### src/rtl/fp_add_pkg.sv
// Shared types and special-case classification for the floating-point adder controller.
package fp_add_pkg;

    typedef enum logic [1:0] {
        DP   = 2'd0,
        ZERO = 2'd1,
        INF  = 2'd2,
        QNAN = 2'd3
    } res_kind_t;

    typedef enum logic [1:0] {
        IDLE = 2'd0,
        RUN  = 2'd1,
        HOLD = 2'd2
    } state_t;

    typedef struct packed {
        res_kind_t kind;
        logic      sign;
        logic      invalid;
    } class_res_t;

    // Width of the RUN-cycle counter; wide enough for the largest legal MAX_CYCLES.
    localparam int CYC_W = 8;

    // Priority-ordered IEEE special-case table. The subtract request is folded
    // into b's sign first, so every later rule sees an effective addition.
    function automatic class_res_t classify(
        input logic req_sub,
        input logic a_sign,
        input logic b_sign,
        input logic a_zero,
        input logic a_inf,
        input logic a_nan,
        input logic a_snan,
        input logic b_zero,
        input logic b_inf,
        input logic b_nan,
        input logic b_snan
    );
        class_res_t r;
        logic       eb_sign;
        logic       eff_sub;
        eb_sign   = b_sign ^ req_sub;
        eff_sub   = a_sign ^ eb_sign;
        r.kind    = DP;
        r.sign    = 1'b0;
        r.invalid = 1'b0;
        if (a_snan || b_snan) begin
            r.kind    = QNAN;
            r.invalid = 1'b1;
        end else if (a_nan || b_nan) begin
            r.kind = QNAN;
        end else if (a_inf && b_inf && eff_sub) begin
            r.kind    = QNAN;
            r.invalid = 1'b1;
        end else if (a_inf) begin
            r.kind = INF;
            r.sign = a_sign;
        end else if (b_inf) begin
            r.kind = INF;
            r.sign = eb_sign;
        end else if (a_zero && b_zero) begin
            // Round-to-nearest: the sum of two zeros is -0 only when both are -0.
            r.kind = ZERO;
            r.sign = a_sign & eb_sign;
        end
        return r;
    endfunction

endpackage

### src/rtl/fp_add_special.sv
// Combinational special-case resolver wrapped around fp_add_pkg::classify().
module fp_add_special
    import fp_add_pkg::*;
(
    input  logic      req_sub,
    input  logic      a_sign,
    input  logic      b_sign,
    input  logic      a_zero,
    input  logic      a_inf,
    input  logic      a_nan,
    input  logic      a_snan,
    input  logic      b_zero,
    input  logic      b_inf,
    input  logic      b_nan,
    input  logic      b_snan,
    output res_kind_t kind,
    output logic      sign,
    output logic      invalid
);

    class_res_t cls;

    // Evaluate the special-case table for the operand pair on the request bus.
    always_comb begin
        cls = classify(req_sub, a_sign, b_sign,
                       a_zero, a_inf, a_nan, a_snan,
                       b_zero, b_inf, b_nan, b_snan);
    end

    assign kind    = cls.kind;
    assign sign    = cls.sign;
    assign invalid = cls.invalid;

endmodule

### src/rtl/fp_add_ctrl.sv
// Sequencing controller for the floating-point adder datapath.
// Special operands are resolved directly; finite operands launch the datapath
// and wait for dp_done or a timeout. Optional statistics counters are enabled
// by defining FP_ADD_CTRL_STATS_EN.
module fp_add_ctrl
    import fp_add_pkg::*;
#(
    parameter int MAX_CYCLES = 16,
    parameter int CNT_W      = 16
) (
    input  logic             clk,
    input  logic             rst,
    input  logic             req_valid,
    output logic             req_ready,
    input  logic             req_sub,
    input  logic             a_sign,
    input  logic             b_sign,
    input  logic             a_zero,
    input  logic             a_inf,
    input  logic             a_nan,
    input  logic             a_snan,
    input  logic             b_zero,
    input  logic             b_inf,
    input  logic             b_nan,
    input  logic             b_snan,
    output logic             dp_start,
    input  logic             dp_done,
    output logic             res_valid,
    input  logic             res_ready,
    output logic [1:0]       res_kind,
    output logic             res_sign,
    output logic             flag_invalid,
    output logic             flag_timeout,
    input  logic             flag_clear
`ifdef FP_ADD_CTRL_STATS_EN
    ,
    output logic [CNT_W-1:0] stat_ops,
    output logic [CNT_W-1:0] stat_special,
    output logic [CNT_W-1:0] stat_timeout
`endif
);

    localparam logic [CYC_W-1:0] LAST_CYC = CYC_W'(MAX_CYCLES - 1);

    state_t           state;
    state_t           next_state;
    res_kind_t        kind_q;
    res_kind_t        kind_d;
    logic             sign_q;
    logic             sign_d;
    logic [CYC_W-1:0] cyc_q;
    logic [CYC_W-1:0] cyc_d;
    logic             set_invalid;
    logic             set_timeout;

    res_kind_t        cls_kind;
    logic             cls_sign;
    logic             cls_invalid;

    fp_add_special u_special (
        .req_sub (req_sub),
        .a_sign  (a_sign),
        .b_sign  (b_sign),
        .a_zero  (a_zero),
        .a_inf   (a_inf),
        .a_nan   (a_nan),
        .a_snan  (a_snan),
        .b_zero  (b_zero),
        .b_inf   (b_inf),
        .b_nan   (b_nan),
        .b_snan  (b_snan),
        .kind    (cls_kind),
        .sign    (cls_sign),
        .invalid (cls_invalid)
    );

    // State, result descriptor and RUN-cycle counter registers.
    always_ff @(posedge clk or posedge rst) begin
        if (rst) begin
            state  <= IDLE;
            kind_q <= DP;
            sign_q <= 1'b0;
            cyc_q  <= '0;
        end else begin
            state  <= next_state;
            kind_q <= kind_d;
            sign_q <= sign_d;
            cyc_q  <= cyc_d;
        end
    end

    // Next-state logic: accept in IDLE, wait for dp_done or timeout in RUN,
    // hold the descriptor until the consumer takes it.
    always_comb begin
        next_state  = state;
        kind_d      = kind_q;
        sign_d      = sign_q;
        cyc_d       = cyc_q;
        set_invalid = 1'b0;
        set_timeout = 1'b0;
        case (state)
            IDLE: begin
                cyc_d = '0;
                if (req_valid) begin
                    kind_d      = cls_kind;
                    sign_d      = cls_sign;
                    set_invalid = cls_invalid;
                    next_state  = (cls_kind == DP) ? RUN : HOLD;
                end
            end
            RUN: begin
                cyc_d = cyc_q + CYC_W'(1);
                if (dp_done) begin
                    kind_d     = DP;
                    sign_d     = 1'b0;
                    next_state = HOLD;
                end else if (cyc_q == LAST_CYC) begin
                    kind_d      = QNAN;
                    sign_d      = 1'b0;
                    set_timeout = 1'b1;
                    next_state  = HOLD;
                end
            end
            HOLD: begin
                if (res_ready) begin
                    next_state = IDLE;
                end
            end
            default: begin
                next_state = IDLE;
            end
        endcase
    end

    // Sticky exception flags; a set event in the same cycle beats flag_clear.
    always_ff @(posedge clk or posedge rst) begin
        if (rst) begin
            flag_invalid <= 1'b0;
            flag_timeout <= 1'b0;
        end else begin
            if (set_invalid) begin
                flag_invalid <= 1'b1;
            end else if (flag_clear) begin
                flag_invalid <= 1'b0;
            end
            if (set_timeout) begin
                flag_timeout <= 1'b1;
            end else if (flag_clear) begin
                flag_timeout <= 1'b0;
            end
        end
    end

    assign req_ready = (state == IDLE);
    assign dp_start  = (state == RUN) && (cyc_q == '0);
    assign res_valid = (state == HOLD);
    assign res_kind  = kind_q;
    assign res_sign  = sign_q;

`ifdef FP_ADD_CTRL_STATS_EN
    logic enter_hold;
    logic enter_special;
    logic leave_hold;
    logic special_q;
    logic timeout_q;

    assign enter_hold    = (state != HOLD) && (next_state == HOLD);
    assign enter_special = (state == IDLE) && req_valid && (cls_kind != DP);
    assign leave_hold    = (state == HOLD) && res_ready;

    // Remember how the held result arose, then count it as it leaves HOLD;
    // counters saturate and flag_clear takes priority over an increment.
    always_ff @(posedge clk or posedge rst) begin
        if (rst) begin
            special_q    <= 1'b0;
            timeout_q    <= 1'b0;
            stat_ops     <= '0;
            stat_special <= '0;
            stat_timeout <= '0;
        end else begin
            if (enter_hold) begin
                special_q <= enter_special;
                timeout_q <= set_timeout;
            end
            if (flag_clear) begin
                stat_ops <= '0;
            end else if (leave_hold && !(&stat_ops)) begin
                stat_ops <= stat_ops + CNT_W'(1);
            end
            if (flag_clear) begin
                stat_special <= '0;
            end else if (leave_hold && special_q && !(&stat_special)) begin
                stat_special <= stat_special + CNT_W'(1);
            end
            if (flag_clear) begin
                stat_timeout <= '0;
            end else if (leave_hold && timeout_q && !(&stat_timeout)) begin
                stat_timeout <= stat_timeout + CNT_W'(1);
            end
        end
    end
`endif

endmodule

### config.mk
export PLATFORM = sky130hd
export DESIGN_NAME = fp_add_ctrl
export DESIGN_NICKNAME = d
export VERILOG_FILES = /design/src/rtl/fp_add_pkg.sv /design/src/rtl/fp_add_special.sv /design/src/rtl/fp_add_ctrl.sv
export SDC_FILE = /design/constraint.sdc
export NUM_CORES = 1
export LEC_CHECK = 0
export ABC_AREA = 1
export BUFFER_PORTS_ARGS = -buffer_cell sky130_fd_sc_hd__buf_2
export CELL_PAD_IN_SITES_DETAIL_PLACEMENT = 1
export CELL_PAD_IN_SITES_GLOBAL_PLACEMENT = 1
export CORE_MARGIN = 2
export CORE_UTILIZATION = 36
export CTS_BUF_LIST = sky130_fd_sc_hd__clkbuf_8 sky130_fd_sc_hd__clkbuf_16
export DETAILED_ROUTE_END_ITERATION = 7
export HOLD_SLACK_MARGIN = 0.15
export PLACE_DENSITY_LB_ADDON = 0.1
export REMOVE_ABC_BUFFERS = 1
export SYNTH_ARGS = -nofsm -noshare
export SYNTH_HDL_FRONTEND = slang
export SYNTH_SLANG_ARGS = --single-unit
### constraint.sdc
create_clock -name clk -period 1.5 [get_ports clk]
set_clock_uncertainty 0.1 [all_clocks]
set_input_delay 0 -clock clk [delete_from_list [all_inputs] [get_ports clk]]
set_output_delay 0 -clock clk [all_outputs]
set_load 0.02 [all_outputs]
==> out/results.ini <==
[layout]
area_growth_pct=34.8
diodes=0
finalNetCount=217
drive_above_1_share_pct=22.4

[critical_path]
r2r_start=cyc_q[0]$_DFFE_PP0N_
start_kind=register
rr_worst_depth=7
reg2reg_to=state[1]$_DFFE_PP0P_
cp.arrival_ns=1.43
r2r_setup_slack_ns=0.11
path_class=register to register
critPathLaunch=cyc_q[0]$_DFFE_PP0N_
critPathMaxFanout=4
crit_path_end_kind=register
required_ns=1.54

[timing]
post-route-period-util_pct=92.8
drv_slew=0
worst_pin_slew_ns=0.579
layout_min_cycle_time_ns=1.39
final-hold-violation-count=0
clock.fmax_ghz=0.719
setup_violations=0
hold_slack_ns=0.145
maxSlewHeadroom_pct=61.3
finalSetupTns_ns=0

[min_path]
hold_class=input pin to register
holdPathEnd=res_sign$_DFFE_PP0P_
hold_start=a_sign
min_delay_path_depth=7

[global_routing]
grt-ovfl-total=0
grt_pass1_vias=1151
grt_pass1_wl_um=5000
grt_use_total_pct=19.5
grt_max_degree=16
antenna_found_initial=0

[yosys]
synth-seq-area-share_pct=36.7
synth_cells=153
ys_ff_latch=15
synth_top_area_share_pct=36.7
ys_warn_count=0
synthTopCellsByArea=dfrtp_1 (37%), nand2_1 (17%), inv_1 (9.9%), nor2_1 (7.3%), o21ai_0 (3.9%)
syn_area_um2=1020
ys_types=23
synth_top_cell_by_area=dfrtp_1
syn_area_per_cell_um2=6.68

[power_and_ir_drop]
ir_drop_uv=493
pwr-share-seq_pct=43.1
swShare_pct=30.2
p_total_mw=1.01
switchingPower_mw=0.306
power_density_nw_per_um2=736
internal-power_mw=0.708
p_leak_nw=0.765
pwr-share-clk_pct=32.2
pwr-share-comb_pct=24.7

[floorplan]
die_h_um=57.3
start_util_pct=37.4
die_area_um2=3280
core_area_um2=2730
num_rows=19
io_pins=25
die_w_um=57.3

[detailed_routing]
vias_per_cell=4.84
dr.first_iter.drc_count=20
vias=1098
postRouteAntennaNets=0
postRouteWirelength_um=2900
first_pass_iters=3
drc=0
wl_per_cell_um=12.8

[cts]
clkTransAtPathRegs_ns=0.06
insertion_delay_ns=0.25
htree_levels=1
cts_tree=done
ctsRootBufferMaster=clkbuf_8
clkSinkCount=15
cts-buffers-inserted=3
clockBufferDepth=2

[run]
drv_cap=0

[run_status]
status=complete, no violations

[placed_design]
place.port_buffers=24
place_congestion=0.852
hpwl_um=2290

==> how the worst max path moves through the flow <==
| stage | to | slack, ns | depth (start not counted) |
|---|---|---|---|
| 6_report | state[1]$_DFFE_PP0P_ | 0.11 | 7 |
| 5_1_grt | state[1]$_DFFE_PP0P_ | -0.0006 | 7 |
| 4_1_cts | dp_start | 0.02 | 5 |
| 3_5_place_dp | res_kind[0]$_DFFE_PP0P_ | 0.06 | 14 |
| 3_3_place_gp | res_kind[0]$_DFFE_PP0P_ | 0.11 | 14 |
| 2_1_floorplan | res_kind[0]$_DFFE_PP0P_ | 0.17 | 8 |
==> sequential cells by signal, summed over array words and instances (netlist names) <==
signal / flops
flag_timeout: 1
res_sign: 1
state: 2
cyc_q: 8
res_kind: 2
flag_invalid: 1
==> layer usage <==
layer  share of wire [%]  track usage (%)
met5                   0                0
met4                0.93             4.98
met3                 1.3             2.72
met2                  56             38.6
met1                  42             21.4
==> stage by stage <==
stage	util [%]	setup slack, ns	instances	area, µm²
2_1_floorplan	-	0.171	152	1010
3_3_place_gp	43.3	0.114	209	1180
3_5_place_dp	43.3	0.0590	209	1180
4_1_cts	50.1	0.0235	227	1370
5_1_grt	50.4	-0.000648	227	1380
6_report	50.4	0.108	227	1380
==> cell families after synthesis <==
logic type               Yosys count  share of synthesized area [%]
buffers and inverters             31                           12.4
AO/OA/AOI/OAI                     17                           8.81
AND/OR/NAND/NOR                   85                           36.7
flip-flops                        15                           36.7
adder cells (fa/ha/maj)            3                           3.67
XOR/XNOR                           2                           1.71
==> power by group through the flow <==
| stage | clock (mW) | sequential, mW | combinational (mW) |
|---|---|---|---|
| 2_1_floorplan | 0 | 0.467 | 0.111 |
| 3_3_place_gp | 0 | 0.448 | 0.205 |
| 3_5_place_dp | 0 | 0.449 | 0.212 |
| 4_1_cts | 0.331 | 0.436 | 0.252 |
| 5_1_grt | 0.338 | 0.439 | 0.280 |
| 6_report | 0.326 | 0.437 | 0.251 |
==> layout by cell type (no fill, tap or decap), types with 4 or more instances in the layout <==
| cell type | instances |
|---|---|
| a21oi_1 | 4 |
| nor2_1 | 19 |
| o21ai_0 | 8 |
| dfrtp_1 | 13 |
| buf_4 | 4 |
| buf_2 | 23 |
| nand2_1 | 47 |
| inv_1 | 27 |
| nand3_1 | 7 |
| dlygate4sd3_1 | 13 |
==> cell type report <==
class	count	area, µm²
multi-input combinational	107	523
tap	31	38.8
clock buffer	3	41.3
timing repair buffer	40	275
sequential	15	378
inverter	30	118
fill	377	1360
clock inverter	1	3.75
==> critical path, cell delays in order (launching register included) <==
cell and delay, ns:
dfrtp_1 0.41, ha_1 0.24, nand3_2 0.11, nor2_1 0.07, nor2_1 0.14, nand2_1 0.10, nand2_1 0.07, nor2_1 0.04
==> cells in the mapped netlist <==
library cell and count:
nand2_1 47, inv_1 27, nor2_1 20, dfrtp_1 15, o21ai_0 8, nand3_1 7, a21oi_1 4, ha_1 3
o21ai_1 3, inv_2 2, nand2_2 2, nand2_4 2, nand4_1 2, nor3_1 2, a211oi_1 1, buf_6 1
inv_4 1, nand3_2 1, nor2_4 1, nor3_2 1, o21bai_1 1, xnor2_1 1, xor2_1 1
==> what timing repair did <==
item                                   in CTS  in global routing
resized for setup                           2                  4
setup endpoints to repair                   1                  4
endpoints found under the hold margin      22                  0
buffers inserted                            1                  0
hold buffers                               13                  0
(Power assumes the default switching activity.)
